## config.mk

```make
export PLATFORM = sky130hd
export DESIGN_NAME = pc_fetch_ctrl
export DESIGN_NICKNAME = d
export VERILOG_FILES = /design/src/rtl/pc_fetch_ctrl.sv
export SDC_FILE = /design/constraint.sdc
export NUM_CORES = 1
export LEC_CHECK = 0
export CAP_MARGIN = 20
export CORE_MARGIN = 2
export CORE_UTILIZATION = 34
export DETAILED_ROUTE_END_ITERATION = 10
export HOLD_SLACK_MARGIN = 0.1
export PLACE_DENSITY = 0.76
export SYNTH_ARGS = -nofsm -noshare
export SYNTH_HDL_FRONTEND = slang
export SYNTH_SLANG_ARGS = --single-unit
```

## constraint.sdc

```tcl
create_clock -name clk -period 4.9 [get_ports clk]
set_clock_uncertainty 0.15 [all_clocks]
set_input_delay 0.98 -clock clk [delete_from_list [all_inputs] [get_ports clk]]
set_output_delay 0.98 -clock clk [all_outputs]
set_load 0.05 [all_outputs]
```

## src/rtl/pc_fetch_ctrl.sv

```systemverilog
// PC register and fetch-redirect controller with post-redirect shadow window.
// Optional branch statistics counters are enabled by defining BRANCH_STATS_EN.
module pc_fetch_ctrl #(
  parameter int unsigned         PC_WIDTH     = 64,
  parameter logic [PC_WIDTH-1:0] RESET_PC     = '0,
  parameter int unsigned         FLUSH_CYCLES = 2
) (
  input  logic                clk,
  input  logic                reset,
  input  logic                stall,
  input  logic                branch_valid,
  input  logic                branch_taken,
  input  logic [PC_WIDTH-1:0] branch_target,
  output logic [PC_WIDTH-1:0] pc_out,
  output logic [PC_WIDTH-1:0] pc_plus4,
  output logic                if_id_flush,
  output logic                id_ex_flush,
  output logic                redirect,
  output logic                shadow
`ifdef BRANCH_STATS_EN
  ,
  output logic [31:0]         branch_count,
  output logic [31:0]         taken_count
`endif
);

  localparam int unsigned    CntW    = (FLUSH_CYCLES > 1) ? $clog2(FLUSH_CYCLES) : 1;
  localparam logic [CntW-1:0] CntLoad = CntW'(FLUSH_CYCLES - 1);

  typedef enum logic {StRun, StShadow} state_e;

  state_e              state_q, state_d;
  logic [CntW-1:0]     cnt_q, cnt_d;
  logic [PC_WIDTH-1:0] pc_q, pc_d;
  logic                flush_q;
  logic                take;
  logic                unused_target_lsb;

  // Targets are forced halfword-aligned, so the LSB of the input is never used.
  assign unused_target_lsb = branch_target[0];

  assign take     = (state_q == StRun) && branch_valid && branch_taken;
  assign pc_plus4 = pc_q + PC_WIDTH'(4);

  always_comb begin
    state_d = state_q;
    cnt_d   = cnt_q;
    pc_d    = pc_q;
    if (take) begin
      // A taken branch beats stall: the stalled instruction is on the wrong path.
      state_d = StShadow;
      cnt_d   = CntLoad;
      pc_d    = {branch_target[PC_WIDTH-1:1], 1'b0};
    end else begin
      if (!stall) begin
        pc_d = pc_plus4;
      end
      if (state_q == StShadow) begin
        if (cnt_q == '0) begin
          state_d = StRun;
        end else begin
          cnt_d = cnt_q - 1'b1;
        end
      end
    end
  end

  always_ff @(posedge clk) begin
    if (reset) begin
      state_q <= StRun;
      cnt_q   <= '0;
      pc_q    <= RESET_PC;
      flush_q <= 1'b0;
    end else begin
      state_q <= state_d;
      cnt_q   <= cnt_d;
      pc_q    <= pc_d;
      flush_q <= take;
    end
  end

  assign pc_out      = pc_q;
  assign if_id_flush = flush_q;
  assign id_ex_flush = flush_q;
  assign redirect    = flush_q;
  assign shadow      = (state_q == StShadow);

`ifdef BRANCH_STATS_EN
  logic [31:0] branch_cnt_q;
  logic [31:0] taken_cnt_q;

  // Saturating counters; branches squashed in the shadow window are not counted.
  always_ff @(posedge clk) begin
    if (reset) begin
      branch_cnt_q <= '0;
      taken_cnt_q  <= '0;
    end else begin
      if ((state_q == StRun) && branch_valid && (branch_cnt_q != '1)) begin
        branch_cnt_q <= branch_cnt_q + 32'd1;
      end
      if (take && (taken_cnt_q != '1)) begin
        taken_cnt_q <= taken_cnt_q + 32'd1;
      end
    end
  end

  assign branch_count = branch_cnt_q;
  assign taken_count  = taken_cnt_q;
`endif

endmodule
```

==> Word-level counts from Yosys, hierarchy flattened <==
Cells that the tools add are included.
{ "op_classes": {"n_addsub": 2, "mul": 0, "div_mod_pow": 0, "n_lt_le_gt_ge": 0, "eq_ne": 1, "n_shift": 0, "n_mux": 8, "bitwise_logic": 1, "reduce_logical": 4} }
{ "op_table": {"columns": ["cell", "count"], "rows": [
  ["$mux 64", 2],
  ["$add 64x3->64 const B", 1],
  ["$mux 1", 6],
  ["$logic_and 1x1->1", 2],
  ["$ne 2x1->1 const B", 1],
  ["$reduce_bool 2->1", 1],
  ["$reduce_or 2->1", 1],
  ["$not 1->1", 1],
  ["$sub 1x1->1 const B", 1]
]} }
{ "totals": {"regBits": 67, "latchBits": 0, "mem_bits_rw": 0, "romBits": 0, "inputBits": 69, "output_inout_bits": 132, "memories": 0} }

==> Depth between registers and ports, before layout <==
{ "logic_depth": {"depth_word": 4, "ltp_mapped": 7} }

==> Worst setup path before layout <==
OpenSTA, ideal clock, no wires.
{ "synth_timing": {"path_type": "register -> output", "startpoint": "register pc_q[5] (netlist: pc_out[5])", "endpoint": "output port pc_plus4[43]", "t_arrival_ns": 2.989, "setup_slack_ns": 0.781, "path_stages_with_launch": 8, "path_cell_list": "dfxtp_1 > buf_2 > nand4_4 > or4_4 > clkbuf_1 > nor2_1 > nand3_1 > xnor2_1"} }
{ "synth_between": {"elab_chain_cells": 1} }
{ "synth_lines": {"columns": ["element", "line", "source"], "rows": [
  ["start, declared", "34", "logic [PC_WIDTH-1:0] pc_q, pc_d;"],
  ["start signal, assigned", "77", "pc_q <= pc_d;"],
  ["$add 64x3->64", "43", "assign pc_plus4 = pc_q + PC_WIDTH'(4);"],
  ["end, declared", "15", "output logic [PC_WIDTH-1:0] pc_plus4,"]
]} }
Every way passes these cells.

==> Final worst setup path <==
{ "layout_timing": {"startpoint": "register pc_q[2] (netlist: pc_out[2])", "endpoint": "output port pc_plus4[41]"} }
Same word-level chain as after synthesis.

==> metrics.md <==
| Metric | Value |
|---|---|
| Status | `finished, final reports clean` |
| H-tree Lvls | `3` |
| DP HPWL | `about 13000 um` |
| Finished Core Util | `0.532` |
| Drt first pass iters | `5` |
| Routed Antenna Nets | `0` |
| Die X | `~120 um` |
| Peak supply drop | `roughly 0.15 mV` |
| P_int | `approximately 1.3 mW` |
| Crit path time final | `approximately 4600 ps` |
| Async SR Flop Fraction | `0` |
| Critical path's slowest cell | `clkdlybuf4s50_1` |
| CORE AREA | `0.0139 mm2` |
| Critical path class | `reg2out` |
| Fillers | `between 1000 and 1500` |
| Most common cell after layout, fill and taps aside | `clkdlybuf4s50_1` |
| Die H | `124 um` |
| Synthesized area | `between 0.004 and 0.005 mm2` |
| Clock Path Buffers | `2` |
| LEAKAGE | `about 2.5 nW` |
| Clk_lat worst skew | `between 300 and 400 ps` |
| Commonest cells after routing, fill and taps aside | `clkdlybuf4s50_1, nor2_1, dfxtp_1` |
| Pwr dens | `268 mW/mm2` |
| Most used DFF post-synth | `dfxtp_1` |
| Area growth from synthesis to layout | `52.6%` |
| Library cells used by synthesis | `51` |
| Number of global-route vias before repair | `5092` |
| Data arrival, critical path | `roughly 3500 ps` |
| Vias after detailed routing | `roughly 5500` |
| Effective utilization at floorplan | `0.349` |
| Worst-path fanout max | `14` |
| Switching Fraction | `0.358` |
| CTS hold repair buffers | `0` |
| Area share of the largest cell type after synthesis | `0.272` |
| Crit path capture type | `primary output` |
| N_diodes | `0` |
| Largest net degree at the start of global routing | `83` |
| Final Setup Violations | `0` |
| DRC | `0` |
| Hold WC Path Type | `reg2reg` |
| Critical Path RT | `~3800 ps` |
| Post-route clock period utilization | `0.942` |
| Share of layout cells above drive strength 1 | `0.0887` |
| CTS clk-pin slew, worst paths | `around 60 ps` |
| Slew Limit Fails | `0` |
| Row cnt | `43` |
| PostCTS Resize Cnt | `0` |
| Total grt overflow | `0` |
| First-pass GRT wire length | `between 20000 and 30000 um` |
| Worst Path Buf+Inv | `1` |
| Top delay family on crit path | `simple AND/OR/NAND/NOR gates` |
| Cells after Synth | `approximately 630` |
| Routed WL per cell | `roughly 18 um` |
| Gate power share | `0.326` |
| Slew margin rel. | `0.406` |
| Root Buffer | `clkbuf_16` |
| Starting DRC count in detailed routing | `roughly 340` |
| Clock sinks | `66` |
| CP Cell Sequence | `nand4_4, or4_4, nor3_1, nand3_1, xnor2_1, clkdlybuf4s50_1` |
| I/O pin total | `201` |
| Nets | `between 800 and 900` |
| Post-CTS Setup Inserts | `0` |
| Max Fclk | `around 0.22 GHz` |
| Area of the multi-input gates | `between 0.003 and 0.004 mm2` |
| RD Place Congestion | `0.851` |
| Startpoint Class | `flip-flop` |
| RSZ-0062 raised after global routing | `no` |
| Max stage delay on crit path | `820 ps` |
| Slew at the pin closest to its max-slew limit | `890 ps` |
| Post-DR vias/cell | `around 5.5` |
| Total CTS buffers | `9` |
| Post-Route WL | `roughly 18000 um` |
| Die Area | `about 0.015 mm2` |
| Switching pwr | `roughly 0.7 mW` |
| Dominant cell type by area after synthesis | `dfxtp_1` |
| Ys Warns | `0` |
| Initial antenna violation count | `0` |
| Synth top area cells | `dfxtp_1, xor2_1, nor2_1, xnor2_1, a211oi_1` |
| CTS tree | `yes` |
| Register Area | `about 0.0013 mm2` |
| Part of the power in the clock network | `0.348` |
| Seq cells post-synth | `66` |
| Sequential area share after synthesis | `0.272` |
| MaxCap Viol Count | `0` |
| Post-synth EDFFs | `0` |
| Fin. Hold Viols | `0` |
| Overall routing resource usage | `0.227` |
| Mapped Avg Cell Area | `~7.7 um2` |
| Port bufs | `197` |
| Sequential power share | `0.326` |
| Final TNS setup | `0 ps` |
[worst min-delay path, delay by kind of cell, from the launching register on]
kind	cells	cell delay (ps)
AO/OA/AOI/OAI	1	50
flip-flops	1	300
AND/OR/NAND/NOR	1	50
[worst paths after layout]
check	startpoint	endpoint	slack, ps	depth (start not counted)
min reg2reg	cnt_q$_SDFFE_PP0P_	shadow$_SDFF_PP0_	300	2
min	cnt_q$_SDFFE_PP0P_	shadow$_SDFF_PP0_	300	2
max reg2reg	pc_out[6]$_SDFFE_PP0P_	pc_out[48]$_SDFFE_PP0P_	1760	7
max	pc_out[2]$_SDFFE_PP0P_	pc_plus4[41]	290	6
[metrics by stage]
stage | hold slack [ps] | cells | worst slack (ps) | area (um2) | total power [mW]
floorplan | 286 | 634 | 781 | 4860 | 1.05
global placement | 291 | 976 | 692 | 7100 | 1.30
detailed placement | 300 | 976 | 703 | 7100 | 1.31
CTS | 307 | 992 | 331 | 7410 | 2.00
global route | 317 | 992 | 167 | 7410 | 2.06
finish | 302 | 992 | 287 | 7410 | 1.99
[power by group through the flow]
| stage | combinational [mW] | sequential [mW] | clock [mW] |
|---|---|---|---|
| 5_1_grt | 0.676 | 0.657 | 0.723 |
| 3_3_place_gp | 0.646 | 0.658 | 0 |
| 6_report | 0.648 | 0.649 | 0.691 |
| 4_1_cts | 0.650 | 0.648 | 0.701 |
| 3_5_place_dp | 0.647 | 0.659 | 0 |
| 2_1_floorplan | 0.282 | 0.764 | 0 |
[logic make-up (layout without fill, tap and decap cells)]
logic type               count (synthesis)  count (layout)  share of synthesized area
AND/OR/NAND/NOR                        322             322                      0.362
XOR/XNOR                                95              95                      0.171
AO/OA/AOI/OAI                           88              88                      0.134
flip-flops                              66              66                      0.272
buffers and inverters                   59             237                     0.0554
adder cells (fa/ha/maj)                  1               1                    0.00257
other                                    1               2                   0.000772
multiplexers                             1               1                    0.00206
[routing by layer]
| layer | vias to the layer above | routed length [um] | track usage |
|---|---|---|---|
| met1 | 2578 | 7720 | 0.298 |
| met5 | - | 0 | 0 |
| met4 | 0 | 419 | 0.0803 |
| li1 | 2645 | - | - |
| met3 | 29 | 1300 | 0.0466 |
| met2 | 224 | 8150 | 0.369 |
[layout make-up]
| cell class | count | share of cell area |
|---|---|---|
| multi-input combinational | 509 | 0.442 |
| timing repair buffer | 215 | 0.304 |
| sequential | 66 | 0.178 |
| clock buffer | 15 | 0.0388 |
| tap | 180 | 0.0304 |
| clock inverter | 1 | 0.00405 |
| inverter | 6 | 0.00304 |
[synth_stat cells, types with 4 or more instances]
| cell type | count |
|---|---|
| a211oi_1 | 35 |
| a21oi_1 | 5 |
| a311oi_1 | 19 |
| and3_1 | 4 |
| and4_1 | 5 |
| buf_2 | 8 |
| buf_4 | 8 |
| clkbuf_1 | 34 |
| dfxtp_1 | 66 |
| inv_1 | 6 |
| nand2_1 | 37 |
| nand3_1 | 34 |
| nand4_1 | 25 |
| nand4b_1 | 6 |
| nor2_1 | 104 |
| nor3_1 | 32 |
| nor4_1 | 15 |
| o21ai_0 | 12 |
| o31a_1 | 5 |
| o31ai_1 | 7 |
| or2_2 | 5 |
| or3_1 | 16 |
| or4_1 | 9 |
| xnor2_1 | 41 |
| xor2_1 | 54 |
[state kept, by name, summed over array words and instances, names as in the netlist]
register,cells
pc_out,63
cnt_q,1
id_ex_flush,1
shadow,1
Note: power is estimated with default switching activity, not from simulation.
